**config.mk**
```make
export PLATFORM = sky130hd
export DESIGN_NAME = spi_slave_gen
export DESIGN_NICKNAME = d
export VERILOG_FILES = /design/src/rtl/spi_slave_gen.sv
export SDC_FILE = /design/constraint.sdc
export NUM_CORES = 1
export LEC_CHECK = 0
export CAP_MARGIN = 20
export CORE_UTILIZATION = 45
export CTS_CLUSTER_DIAMETER = 150
export DETAILED_ROUTE_END_ITERATION = 8
export HOLD_SLACK_MARGIN = 0.03
export PLACE_DENSITY = 0.68
export SYNTH_ARGS = -nofsm -noshare
export SYNTH_HDL_FRONTEND = slang
export SYNTH_SLANG_ARGS = --single-unit
```
**constraint.sdc**
```tcl
create_clock -name clk -period 2.3 [get_ports clk]
set_input_delay 0.46 -clock clk [delete_from_list [all_inputs] [get_ports clk]]
set_output_delay 0.46 -clock clk [all_outputs]
set_load 0.005 [all_outputs]
```
**src/rtl/spi_slave_gen.sv**
```systemverilog
// -----------------------------------------------------------------------------
// spi_slave_gen
// Command/address/data SPI slave front end for a small RAM.
//
// Each frame is FRAME_W = ADDR_SIZE+2 bits, MSB first: {cmd[1:0], payload}.
// The slave samples MOSI once per clk while SS_n is low. The first command
// bit selects the path in CHK_CMD:
//   0  -> WRITE      (address or data frame for a write)
//   1  -> READ_ADD   (read address; sets addr_rcvd)
//   1  -> READ_DATA  (when addr_rcvd is already set; returns one RAM byte)
//
// Handshake:
//   rx_valid is a one-cycle strobe; rx_data is valid in that cycle and
//   holds until the next frame completes. tx_valid/tx_data are only
//   accepted while a READ_DATA frame is waiting for its byte. tx_valid at
//   any other time is ignored. There is no back-pressure on either side.
//
// Optional feature (macro SPI_BURST_EN): after each returned byte, if SS_n
// is still low, rx_valid re-pulses with {2'b11, last payload} and the slave
// waits for the next byte. addr_rcvd then clears only when SS_n rises.
//
// Ports:
//   clk        in   clock, rising edge
//   rst_n      in   asynchronous active-low reset
//   SS_n       in   slave select, active low
//   MOSI       in   serial data in
//   MISO       out  serial read data out (0 when idle)
//   rx_data    out  received frame {cmd, payload}
//   rx_valid   out  one-cycle strobe for rx_data
//   tx_data    in   read byte from RAM
//   tx_valid   in   qualifies tx_data
//   state_dbg  out  current FSM state encoding
//   addr_rcvd  out  read address has been received
// -----------------------------------------------------------------------------
module spi_slave_gen #(
  parameter int ADDR_SIZE = 8,
  parameter int MEM_DEPTH = 256
) (
  input  logic                 clk,
  input  logic                 rst_n,
  input  logic                 SS_n,
  input  logic                 MOSI,
  output logic                 MISO,
  output logic [ADDR_SIZE+1:0] rx_data,
  output logic                 rx_valid,
  input  logic [ADDR_SIZE-1:0] tx_data,
  input  logic                 tx_valid,
  output logic [2:0]           state_dbg,
  output logic                 addr_rcvd
);

  localparam int FRAME_W = ADDR_SIZE + 2;
  localparam int BC_W    = $clog2(FRAME_W);
  localparam int TX_CW   = $clog2(ADDR_SIZE + 1);
  localparam logic [BC_W-1:0]  BIT_LAST = BC_W'(FRAME_W - 1);
  localparam logic [TX_CW-1:0] TX_LAST  = TX_CW'(ADDR_SIZE);

  if (2**ADDR_SIZE < MEM_DEPTH) begin : g_depth_check
    $error("spi_slave_gen: MEM_DEPTH does not fit in 2**ADDR_SIZE");
  end

  typedef enum logic [2:0] {
    IDLE      = 3'b000,
    CHK_CMD   = 3'b001,
    READ_ADD  = 3'b010,
    READ_DATA = 3'b011,
    WRITE     = 3'b100
  } state_t;

  state_t               state, next_state;
  logic [BC_W-1:0]      bit_cnt;
  logic [FRAME_W-1:0]   shift_reg;
  logic                 frame_done;  // frame received; stop shifting until SS_n rises
  logic                 tx_wait;     // READ_DATA waiting for the RAM byte
  logic                 tx_active;   // MISO shift-out in progress
  logic [TX_CW-1:0]     tx_cnt;
  logic [ADDR_SIZE-1:0] tx_reg;
  logic                 in_shift;
  logic                 last_bit;

  assign state_dbg = state;

  assign in_shift = !SS_n && !frame_done &&
                    (state == WRITE || state == READ_ADD || state == READ_DATA);
  assign last_bit = in_shift && (bit_cnt == BIT_LAST);

  always_comb begin
    next_state = state;
    case (state)
      IDLE:      if (!SS_n) next_state = CHK_CMD;
      CHK_CMD: begin
        // The command bit is only inspected here; it is shifted in as the
        // first frame bit on entry to the selected state.
        if (!MOSI)          next_state = WRITE;
        else if (addr_rcvd) next_state = READ_DATA;
        else                next_state = READ_ADD;
      end
      WRITE, READ_ADD, READ_DATA: next_state = state;
      default:   next_state = IDLE;
    endcase
    if (SS_n) next_state = IDLE;
  end

  always_ff @(posedge clk or negedge rst_n) begin
    if (!rst_n) begin
      state      <= IDLE;
      bit_cnt    <= '0;
      shift_reg  <= '0;
      rx_data    <= '0;
      rx_valid   <= 1'b0;
      MISO       <= 1'b0;
      addr_rcvd  <= 1'b0;
      frame_done <= 1'b0;
      tx_wait    <= 1'b0;
      tx_active  <= 1'b0;
      tx_cnt     <= '0;
      tx_reg     <= '0;
    end else begin
      state    <= next_state;
      rx_valid <= 1'b0;
      if (SS_n) begin
        // Deselect drops any partial frame, including one whose last bit
        // is sampled on this very edge.
        bit_cnt    <= '0;
        shift_reg  <= '0;
        frame_done <= 1'b0;
        tx_wait    <= 1'b0;
        tx_active  <= 1'b0;
        tx_cnt     <= '0;
        MISO       <= 1'b0;
`ifdef SPI_BURST_EN
        if (state == READ_DATA && frame_done) addr_rcvd <= 1'b0;
`endif
      end else begin
        if (in_shift) begin
          shift_reg <= {shift_reg[FRAME_W-2:0], MOSI};
          if (last_bit) begin
            bit_cnt    <= '0;
            frame_done <= 1'b1;
            rx_valid   <= 1'b1;
            rx_data    <= {shift_reg[FRAME_W-2:0], MOSI};
            if (state == READ_ADD)  addr_rcvd <= 1'b1;
            if (state == READ_DATA) tx_wait   <= 1'b1;
          end else begin
            bit_cnt <= bit_cnt + BC_W'(1);
          end
        end
        if (tx_wait && tx_valid) begin
          // First output bit appears the cycle after capture.
          tx_wait   <= 1'b0;
          tx_active <= 1'b1;
          MISO      <= tx_data[ADDR_SIZE-1];
          tx_reg    <= {tx_data[ADDR_SIZE-2:0], 1'b0};
          tx_cnt    <= TX_CW'(1);
        end else if (tx_active) begin
          if (tx_cnt == TX_LAST) begin
            tx_active <= 1'b0;
            tx_cnt    <= '0;
            MISO      <= 1'b0;
`ifdef SPI_BURST_EN
            rx_valid  <= 1'b1;
            rx_data   <= {2'b11, rx_data[ADDR_SIZE-1:0]};
            tx_wait   <= 1'b1;
`else
            addr_rcvd <= 1'b0;
`endif
          end else begin
            MISO   <= tx_reg[ADDR_SIZE-1];
            tx_reg <= {tx_reg[ADDR_SIZE-2:0], 1'b0};
            tx_cnt <= tx_cnt + TX_CW'(1);
          end
        end
      end
    end
  end

endmodule

```
== Yosys cells after proc, flatten, opt, wreduce, memory -nomap -nowiden ==
Cells that the tools add are included.

* Add/sub/neg operators: 2
* Multipliers: 0
* Div/mod/pow operators: 0
* $lt $le $gt $ge: 0
* Equality and inequality tests: 8
* Shifts and indexed selects: 0
* Muxes and demuxes: 41
* Bitwise logic cells: 1
* Reduce and logical (&&, ||, !) cells: 21

{| class="wikitable"
|+ Operator list
! cell !! number
|-
| 2-to-1 mux 4 bit || 7
|-
| 2-to-1 mux 1 bit || 26
|-
| 2-to-1 mux 8 bit || 3
|-
| 2-to-1 mux 9 bit || 2
|-
| nonzero test 3 bit || 4
|-
| case mux 3 bit (3 select lines) || 1
|-
| AND reduction 3 bit || 3
|-
| adder 4 x 1 -> 4 bit (second input constant) || 2
|-
| == test 4 bit (second input constant) || 2
|-
| == test 3 x 2 -> 1 bit (second input constant) || 2
|-
| 2-to-1 mux 3 bit || 2
|-
| nonzero test 2 bit || 3
|-
| logical AND 1 bit || 4
|-
| != test 2 bit (second input constant) || 2
|-
| == test 3 x 1 -> 1 bit (second input constant) || 1
|-
| == test 3 bit (second input constant) || 1
|-
| logical NOT 3 bit || 1
|-
| OR reduction 3 bit || 1
|-
| logical NOT 1 bit || 2
|-
| logical OR 1 bit || 2
|-
| AND reduction 2 bit || 1
|-
| NOT 1 bit || 1
|}

* Register bits after elaboration: 44
* Latch bits: 0
* Memory bits (writable): 0
* Bits in read-only memories: 0
* Bits of input ports: 13
* Output and inout bits: 16
* Logic and storage cells: 85
* Memories kept: 0

== Longest topological paths before layout ==
Gate-level depths: netlist (run 1).

* Depth after elaboration: 10
* Depth in mapped cells: 7
* Depth with buffers taken out: 5

== Worst setup path before layout (run 1) ==
No wires, ideal clock.

* Path type: register to register
* Start point: register bit_cnt[0]
* End point: register rx_data[0]
* Library setup time: 0.125 ns
* Data arrival time: 1.622 ns
* Data required time: 2.175 ns
* Slack: 0.554 ns
* Stages on the path, launching flop included: 7
* Buffers on the path: 2
* Period minus slack after synthesis: 1.746 ns
* Cells stage by stage: dfrtp_1 > ha_1 > and3b_1 > clkbuf_1 > o211ai_1 > buf_2 > mux2_2

* Word-level cells in the longest chain between the ends: 3

{| class="wikitable"
|+ RTL lines
! item !! RTL line !! source
|-
| start: declaration || 71 || <nowiki>logic [BC_W-1:0] bit_cnt;</nowiki>
|-
| start signal: assignment || 145 || <nowiki>bit_cnt <= bit_cnt + BC_W'(1);</nowiki>
|-
| == test 4 bit || 85 || <nowiki>assign last_bit = in_shift && (bit_cnt == BIT_LAST);</nowiki>
|-
| logical AND 1 bit || 85 ||
|-
| AND reduction 3 bit (no line) || - ||
|-
| end signal: assignment || 141 || <nowiki>rx_data <= {shift_reg[FRAME_W-2:0], MOSI};</nowiki>
|-
| end: declaration || 44 || <nowiki>output logic [ADDR_SIZE+1:0] rx_data,</nowiki>
|}

Every way passes these cells.
A chain may end at the register's enable or synchronous reset.

== Worst setup path in the final report (run 1) ==
* Start point: register state[1] (netlist: state_dbg[1])
* End point: output state_dbg[1]

{| class="wikitable"
|+ RTL lines
! item !! RTL line !! source
|-
| start: declaration || 70 || <nowiki>state_t state, next_state;</nowiki>
|-
| start signal: assignment || 119 || <nowiki>state <= next_state;</nowiki>
|-
| end: declaration || 48 || <nowiki>output logic [2:0] state_dbg,</nowiki>
|}

No word-level cell between the ends.

==> impl_metrics.env, run 1 <==
export IMPL_status="finished, violations left"
export IMPL_violations="design-rule violations"
export IMPL_dieArea_sq_um=4965
export IMPL_synth_compound_area_share_pct=18.62
export IMPL_synth_adder_area_share_pct=2.372
export IMPL_slew_limit_headroom_pct=61.78
export IMPL_worstSetupPathType="register to output port"
export IMPL_wl_per_cell_um=15.45
export IMPL_cp_startpoint="state_dbg[1]"
export IMPL_cts_buffers=5
export IMPL_ys_ff_latch=43
export IMPL_first_pass_iters=6
export IMPL_worstMarginPinSlew_ns=0.5733
export IMPL_cts_sinks=43
export IMPL_cp_end_kind="output port"
export IMPL_worstPathMaxFanout=10
export IMPL_pin_count=29
export IMPL_place_ws_ns=0.3387
export IMPL_seq_area_sq_um=1076
export IMPL_synth_area_mux_share_pct=6.287
export IMPL_cts_tree="yes"
export IMPL_drc_errors=12
export IMPL_dpl_hpwl_um=2851
export IMPL_ant_nets=0
export IMPL_grt_total_usage_pct=18.89
export IMPL_vias=1546
export IMPL_synth_top_area_cell="dfrtp_1"
export IMPL_ys_seq_area_share_pct=51.01
export IMPL_startpoint_type="register"
export IMPL_critical_path_top_delay_family="buffers and inverters"
export IMPL_clockBufferDepth=2
export IMPL_cts_resized=0
export IMPL_grt_overflow=0
export IMPL_cap_viol_max_count=0
export IMPL_synth_xor_area_share_pct=0
export IMPL_fill_cells=372
export IMPL_antenna_found_initial=0
export IMPL_final_net_count=236
export IMPL_synth_edf_count=0
export IMPL_ctsHoldBuffers=0
export IMPL_timing_rr_start="state_dbg[1]"
export IMPL_insertion_delay_ns=0.29
export IMPL_port_buffers=28
export IMPL_cts_root_buf="clkbuf_8"
export IMPL_min_period_ns=1.812
export IMPL_path_cells="clkdlybuf4s50_1"
export IMPL_yosys_cell_types_count=42
export IMPL_diodes=0
export IMPL_place_congestion=0.7237
export IMPL_grt_pass1_vias=1542
export IMPL_chipHeight_um=70.47
export IMPL_core_area_sq_um=4444
export IMPL_crit_arrival_ns=1.35
export IMPL_syn_inst=195
export IMPL_grt_max_degree=44
export IMPL_cp_slowest_cell="clkdlybuf4s50_1"
export IMPL_p_leak_uw=0.001105
export IMPL_synthArstFlopShare_pct=100.0
export IMPL_yosys_area_share_simple_pct=16.19
export IMPL_synth_top_family_by_area="compound AO/OA/AOI/OAI gates"
export IMPL_synthesis_nets=212
export IMPL_area_growth_pct=19.99
export IMPL_finalCritPeriodShare_pct=78.77
export IMPL_finalSetupViolCount=0
export IMPL_htree_num_levels=2
export IMPL_slew_violations=0
export IMPL_ir_drop_mv=0.2586
export IMPL_yosys_warnings=0
export IMPL_fmax_mhz=552.0
export IMPL_slowest_delay_ns=0.56
export IMPL_start_util_pct=47.47
export IMPL_cp_required_ns=1.84
export IMPL_via_per_inst=5.705
export IMPL_min_path_type="primary input to asynchronous set/reset pin"
export IMPL_cts_setup_buffers=0
export IMPL_final_setup_tns_ns=0
export IMPL_die_w_um=70.47
export IMPL_wl_um=4187
export IMPL_fin_ws_ns=0.4884
export IMPL_syn_avg_cell_area_sq_um=10.82
export IMPL_clk_pin_slew_ns=0.08
export IMPL_final_hold_violation_count=0
export IMPL_synth_top_area_share_pct=51.01
export IMPL_largest_reg_flops=10
export IMPL_grt_pass1_wl_um=7238
export IMPL_fp_row_count=24
export IMPL_powerDensity_nw_per_um2=585.5
export IMPL_drt_initial_drc_count=102
export IMPL_timing_critical_path_buf_inv=1
export IMPL_synthesis_area_sq_um=2110
export IMPL_multi_input_area_sq_um=917.1
export IMPL_rsz0062_at_grt="no"
export IMPL_fin_worst_skew_ns=0.006137
export IMPL_synth_flop_cell="dfrtp_1"
export IMPL_synth_area_top_cells="dfrtp_1 51%, mux2_2 4.8%, a21oi_1 4.3%, nor3b_1 3.6%, o211ai_1 3.6%"
export IMPL_drive_gt1_share_pct=12.33
==> final cells by class <==
cell class	instances	share of cell area [%]
sequential	43	42.51
multi-input combinational	126	36.23
timing repair buffer	35	13.45
clock buffer	6	2.867
tap	52	2.570
clock inverter	1	1.186
inverter	8	1.186
==> synthesized netlist by cell type (4+ instances only) <==
| library cell | count |
|---|---|
| ha_1 | 4 |
| inv_1 | 8 |
| nor2b_1 | 10 |
| nor2_1 | 4 |
| o211ai_1 | 10 |
| a221o_1 | 6 |
| mux2_2 | 9 |
| dfrtp_1 | 43 |
| a21oi_1 | 18 |
| nand3_1 | 13 |
| nand2_1 | 5 |
| o21ai_0 | 4 |
| clkbuf_1 | 11 |
| nor3b_1 | 10 |
==> layer usage <==
metal | global-route usage [%] | up-vias | routed length (um)
met5 | 0 | - | 0
met4 | 7.483 | 0 | 59
met3 | 4.185 | 5 | 169
met2 | 31.50 | 35 | 2099
met1 | 23.77 | 752 | 1858
li1 | - | 754 | -
==> cell families after synthesis <==
| group | count (synthesis) |
|---|---|
| compound gates | 54 |
| buf+inv | 26 |
| flops | 43 |
| simple gates | 56 |
| mux | 12 |
| fa+ha+maj | 4 |
==> metrics by stage <==
step / cell area (sq um) / hold slack, ns / util [%] / total power, uW / cells
global route: 2531 / 0.2745 / 56.95 / 1544 / 271
CTS: 2531 / 0.2503 / 56.95 / 1501 / 271
finish: 2531 / 0.2210 / 56.95 / 1482 / 271
detailed placement: 2429 / 0.4597 / 54.65 / 941.8 / 264
floorplan: 2110 / 0.1644 / - / 877.2 / 195
global placement: 2429 / 0.4587 / 54.65 / 935.9 / 264
==> worst paths after layout <==
path                                 to  slack [ns]  depth (start not counted)
hold / removal                tx_reg[6]        0.22                          2
hold reg to reg               tx_reg[1]        0.48                          1
min in group clk              tx_reg[1]        0.48                          1
setup reg to reg             bit_cnt[3]        0.51                          3
setup / recovery           state_dbg[1]        0.49                          1
max in group asynchronous  shift_reg[8]        1.70                          2
==> cells in the final DEF (no fill, tap or decap), types with 3 or more instances in the layout <==
cell type	count
nor3b_1	10
a221o_1	6
mux2_2	9
nor2b_1	10
a211o_1	3
inv_1	8
dfrtp_1	43
a21oi_1	18
nor2_1	4
o21ai_0	4
o211ai_1	10
nand2_1	5
clkbuf_8	5
clkdlybuf4s50_1	27
nand3_1	13
ha_1	4
buf_4	6
==> power by group <==
part / switching, uW / total (uW) / internal, uW
Combinational: 75.1 / 138 / 62.8
Sequential: 20.7 / 788 / 767
Clock: 238 / 556 / 318
Power figures use the tool's default switching activity.
==> run 2: changes to the inputs <==
Settings changed: PLACE_DENSITY 0.68 to 0.7.
Clock period 2.3 ns to 1.6 ns, I/O delays scaled along.
==> impl_metrics.env, run 2 (synthesis results as in run 1) <==
export IMPL_status="finished, violations left"
export IMPL_finalCritPeriodShare_pct=101.0
export IMPL_clk_pin_slew_ns=0.08
export IMPL_chipHeight_um=70.47
export IMPL_drive_gt1_share_pct=25.20
export IMPL_cts_tree="yes"
export IMPL_area_growth_pct=32.86
export IMPL_sw_frac_of_total_pct=24.34
export IMPL_start_util_pct=47.47
export IMPL_fin_ws_ns=-0.01619
export IMPL_via_per_inst=5.654
export IMPL_worstPathMaxFanout=7
export IMPL_fmax_mhz=618.7
export IMPL_min_path_type="register to register"
export IMPL_seqPwrFrac_pct=49.4
export IMPL_pin_count=29
export IMPL_place_congestion=0.7597
export IMPL_startpoint_type="register"
export IMPL_final_net_count=262
export IMPL_crit_arrival_ns=1.85
export IMPL_diodes=0
export IMPL_die_w_um=70.47
export IMPL_cts_root_buf="clkbuf_8"
export IMPL_ir_drop_mv=0.5277
export IMPL_port_buffers=28
export IMPL_reg2reg_depth=4
export IMPL_vias=1685
export IMPL_worstMarginPinSlew_ns=0.3343
export IMPL_fp_row_count=24
export IMPL_powerDensity_nw_per_um2=805.8
export IMPL_htree_num_levels=2
export IMPL_min_period_ns=1.616
export IMPL_slew_violations=0
export IMPL_largest_reg_flops=10
export IMPL_worstSetupPathType="register to register"
export IMPL_dieArea_sq_um=4965
export IMPL_drc_errors=2
export IMPL_final_hold_violation_count=0
export IMPL_timing_rr_start="state_dbg[1]"
export IMPL_rsz0062_at_grt="yes"
export IMPL_grt_max_degree=44
export IMPL_layout_commonest_cell="dfrtp_1"
export IMPL_wl_um=4810
export IMPL_finalSetupViolCount=4
export IMPL_cp_required_ns=1.84
export IMPL_slew_limit_headroom_pct=77.69
export IMPL_p_int_uw=1709
export IMPL_clock_power_share_pct=37.8
export IMPL_ff2ff_setup_slack_ns=-0.02
export IMPL_antenna_found_initial=0
export IMPL_ant_nets=0
export IMPL_cts_buffers=5
export IMPL_fin_worst_skew_ns=0.009709
export IMPL_grt_total_usage_pct=20.98
export IMPL_first_pass_iters=6
export IMPL_p_leak_uw=0.001284
export IMPL_p_comb_share_pct=12.8
export IMPL_insertion_delay_ns=0.30
export IMPL_wl_per_cell_um=16.14
export IMPL_timing_critical_path_to="bit_cnt[3]"
export IMPL_r2r_end="bit_cnt[3]"
export IMPL_cp_startpoint="state_dbg[1]"
export IMPL_drt_initial_drc_count=97
export IMPL_p_switching_uw=549.7
export IMPL_place_ws_ns=-0.1525
export IMPL_core_area_sq_um=4444
export IMPL_dpl_hpwl_um=3190
export IMPL_final_setup_tns_ns=-0.03205
export IMPL_violations="design-rule violations, negative setup slack"
export IMPL_cts_sinks=43
export IMPL_cap_viol_max_count=0
export IMPL_grt_pass1_wl_um=8066
export IMPL_grt_overflow=0
export IMPL_cp_end_kind="register"
export IMPL_grt_pass1_vias=1710
export IMPL_clockBufferDepth=2
export IMPL_final_cell_mix="43 x dfrtp_1, 26 x buf_4, 24 x clkdlybuf4s50_1"
[run 2: cell types whose count changed in the layout (fill, tap and decap cells not counted), moves of 2 or more]
cell	change
buf_4	+20
buf_6	+4
clkdlybuf4s50_1	-3
dlygate4sd2_1	+2
ha_1	-2
ha_2	+2
[run 2: layer usage]
layer / up-vias / part of all wire (%) / track usage [%] / wire, um
met5: - / 0 / 0 / 0
met4: 0 / 1.7 / 8.163 / 80
met3: 9 / 3.2 / 4.329 / 153
met2: 40 / 49 / 34.30 / 2336
met1: 826 / 47 / 27.30 / 2240
li1: 810 / - / - / -
[run 2: layout make-up]
type                       instances  area (sq um)
clock inverter                     3         43.79
tap                               52         65.06
sequential                        43          1076
timing repair buffer              61         570.5
inverter                           8         30.03
clock buffer                       5         68.82
fill                             355          1642
multi-input combinational        126         948.4
[run 2: stage by stage]
stage / hold WS, ns / instances / util [%] / total power [uW] / cell area, sq um
global route: 0.5258 / 298 / 63.06 / 2334 / 2803
detailed placement: 0.3126 / 281 / 57.85 / 1392 / 2571
finish: 0.4912 / 298 / 63.06 / 2258 / 2803
floorplan: 0.02441 / 195 / - / 1262 / 2116
CTS: 0.4868 / 294 / 61.66 / 2257 / 2740
global placement: 0.3075 / 281 / 57.85 / 1381 / 2571
[run 2: worst min path at each step]
stage / startpoint / to / cells past startpoint
after floorplan: rst_n / MISO / 0
after global placement: rst_n / tx_reg[1] / 2
after detailed placement: rst_n / tx_reg[1] / 2
after CTS: tx_reg[1] / tx_reg[1] / 1
after global routing: tx_reg[1] / tx_reg[1] / 1
final: tx_reg[1] / tx_reg[1] / 1
[run 2: what timing repair did]
action / CTS / global route
buffers inserted: 4 / 4
pin swaps: 1 / 1
hold endpoints to repair: 43 / 0
gates cloned: 0 / 1
endpoints found under the setup margin: 5 / 28
gates resized for setup: 8 / 9
hold buffers: 1 / 0
[run 2: power by group through the flow]
stage | Clock (uW) | Sequential (uW) | Combinational [uW]
2_1_floorplan | 0 | 1140 | 120
3_3_place_gp | 0 | 1140 | 243
3_5_place_dp | 0 | 1140 | 252
4_1_cts | 861 | 1110 | 282
5_1_grt | 903 | 1120 | 313
6_report | 854 | 1120 | 288
[run 2: worst max-delay path, stage by stage (launching register included)]
cell	delay (ns)
dfrtp_1	0.41
buf_6	0.14
or4b_4	0.55
a2111oi_4	0.31
a31o_1	0.15
==> run 3: changes to the inputs <==
Settings changed: PLACE_DENSITY 0.7 to 0.73, SLEW_MARGIN set to 20.
==> impl_metrics.env, run 3 (synthesis results as in run 1) <==
export IMPL_status="finished, violations left"
export IMPL_violations="design-rule violations"
export IMPL_via_per_inst=5.559
export IMPL_dpl_hpwl_um=3039
export IMPL_place_congestion=0.8086
export IMPL_die_w_um=70.47
export IMPL_pin_count=29
export IMPL_wl_um=4239
export IMPL_clk_pin_slew_ns=0.08
export IMPL_drc_errors=2
export IMPL_seqPwrFrac_pct=54.4
export IMPL_finalSetupViolCount=0
export IMPL_p_switching_uw=523.4
export IMPL_slew_limit_headroom_pct=81.25
export IMPL_largest_reg_flops=10
export IMPL_final_cell_mix="41 x dfrtp_1, 27 x clkdlybuf4s50_1, 27 x buf_4"
export IMPL_r2r_end="rx_data[2]"
export IMPL_port_buffers=28
export IMPL_worstSetupPathType="register to register"
export IMPL_fill_cells=380
export IMPL_ant_nets=0
export IMPL_grt_overflow=0
export IMPL_final_hold_violation_count=0
export IMPL_vias=1640
export IMPL_clockBufferDepth=2
export IMPL_timing_rr_start="bit_cnt[1]"
export IMPL_cts_tree="yes"
export IMPL_worstHoldStart="tx_reg[1]"
export IMPL_startpoint_type="register"
export IMPL_ff2ff_setup_slack_ns=0.05
export IMPL_cts_root_buf="clkbuf_8"
export IMPL_fin_worst_skew_ns=0.003557
export IMPL_insertion_delay_ns=0.30
export IMPL_area_growth_pct=28.23
export IMPL_p_comb_share_pct=12.4
export IMPL_cts_sinks=43
export IMPL_cp_end_kind="register"
export IMPL_finalCritPeriodShare_pct=96.84
export IMPL_cap_viol_max_count=0
export IMPL_start_util_pct=47.47
export IMPL_grt_pass1_vias=1624
export IMPL_crit_arrival_ns=1.73
export IMPL_worstPathMaxFanout=11
export IMPL_slew_violations=0
export IMPL_p_int_uw=1536
export IMPL_seq_area_sq_um=1079
export IMPL_fin_cells=295
export IMPL_diodes=0
export IMPL_worstMarginPinSlew_ns=0.2813
export IMPL_cts_buffers=5
export IMPL_powerDensity_nw_per_um2=761.3
export IMPL_fmax_mhz=645.4
export IMPL_holdPathEnd="tx_reg[1]"
export IMPL_path_cells="inv_1 -> ha_2 -> and3b_1 -> o211ai_1 -> buf_6 -> mux2_2"
export IMPL_fp_row_count=24
export IMPL_grt_max_degree=44
export IMPL_numPlacedInstances=285
export IMPL_hold_depth=1
export IMPL_critical_path_top_delay_family="flip-flops"
export IMPL_first_pass_iters=6
export IMPL_worst_hold_slack_ns=0.4764
export IMPL_htree_num_levels=2
export IMPL_p_leak_uw=0.001201
export IMPL_clock_power_share_pct=33.2
export IMPL_grt_total_usage_pct=19.21
export IMPL_min_period_ns=1.549
export IMPL_layout_commonest_cell="dfrtp_1"
export IMPL_slowest_delay_ns=0.35
export IMPL_wl_per_cell_um=14.37
export IMPL_ir_drop_mv=0.3289
export IMPL_rsz0062_at_grt="yes"
export IMPL_sw_frac_of_total_pct=25.42
export IMPL_final_setup_tns_ns=0
export IMPL_cp_slowest_cell="dfrtp_1"
export IMPL_reg2reg_depth=6
export IMPL_grt_pass1_wl_um=7445
export IMPL_cp_required_ns=1.78
export IMPL_min_path_type="register to register"
export IMPL_antenna_found_initial=0
export IMPL_core_area_sq_um=4444
export IMPL_final_net_count=259
export IMPL_drive_gt1_share_pct=22.63
export IMPL_chipHeight_um=70.47
export IMPL_drt_initial_drc_count=102
export IMPL_timing_critical_path_buf_inv=2
export IMPL_multi_input_area_sq_um=927.1
export IMPL_dieArea_sq_um=4965
## run 3: power groups by stage
stage,Clock [uW],Combinational [uW],Sequential (uW)
after detailed placement,0,254,1140
after floorplan,0,120,1140
after global placement,0,250,1140
after global routing,736,285,1120
final,683,255,1120
after CTS,695,257,1120
## run 3: worst register-to-register path: cells and delay by family (launching register included)
kind            cells  cell delay, ns
compound gates      1            0.11
buf+inv             2            0.24
flops               1            0.35
mux                 1            0.35
fa+ha+maj           1            0.18
simple gates        1            0.20
## run 3: timing repair
| action | 4_1_cts | 5_1_grt |
|---|---|---|
| endpoints found under the setup margin | 1 | 18 |
| endpoints found under the hold margin | 43 | 0 |
| buffers inserted | 0 | 1 |
| hold buffers | 1 | 0 |
| gates resized for setup | 1 | 5 |
| pin swaps | 0 | 0 |
## run 3: worst max path at each step
| stage | startpoint | to | slack (ns) | cells past startpoint |
|---|---|---|---|---|
| after floorplan | bit_cnt[1] | rx_data[0] | -0.04 | 7 |
| after global placement | SS_n | tx_reg[7] | -0.13 | 6 |
| after detailed placement | SS_n | tx_reg[2] | -0.15 | 6 |
| after CTS | state_dbg[2] | state_dbg[2] | 0.006 | 1 |
| after global routing | bit_cnt[0] | rx_data[5] | -0.01 | 5 |
| final | bit_cnt[1] | rx_data[2] | 0.05 | 6 |
## run 3: through the flow
step           setup WS (ns)  total power, uW  utilization [%]  cell area [sq um]
2_1_floorplan       -0.04495             1262                -               2116
3_3_place_gp         -0.1298             1392            58.25               2589
3_5_place_dp         -0.1471             1397            58.25               2589
4_1_cts             0.006008             2074            60.42               2685
5_1_grt             -0.01206             2146            60.87               2705
6_report             0.05053             2060            60.87               2705
## run 3: metal layers
layer  vias up  part of all wire (%)  wire [um]  GRT usage (%)
met4         0                   1.4         59          6.122
li1        804                     -          -              -
met1       812                    48       2033          25.58
met3         6                   2.4        100          4.473
met2        18                    48       2045          30.96
met5         -                     0          0              0
## run 3: cell type report
type                    instances  share of cell area [%]
clock inverters                 2                  0.4625
repair buffers                 58                   19.20
inverters                       8                   1.110
flip-flops and latches         43                   39.87
multi-input cells             126                   34.27
well taps                      52                   2.405
clock buffers                   6                   2.683
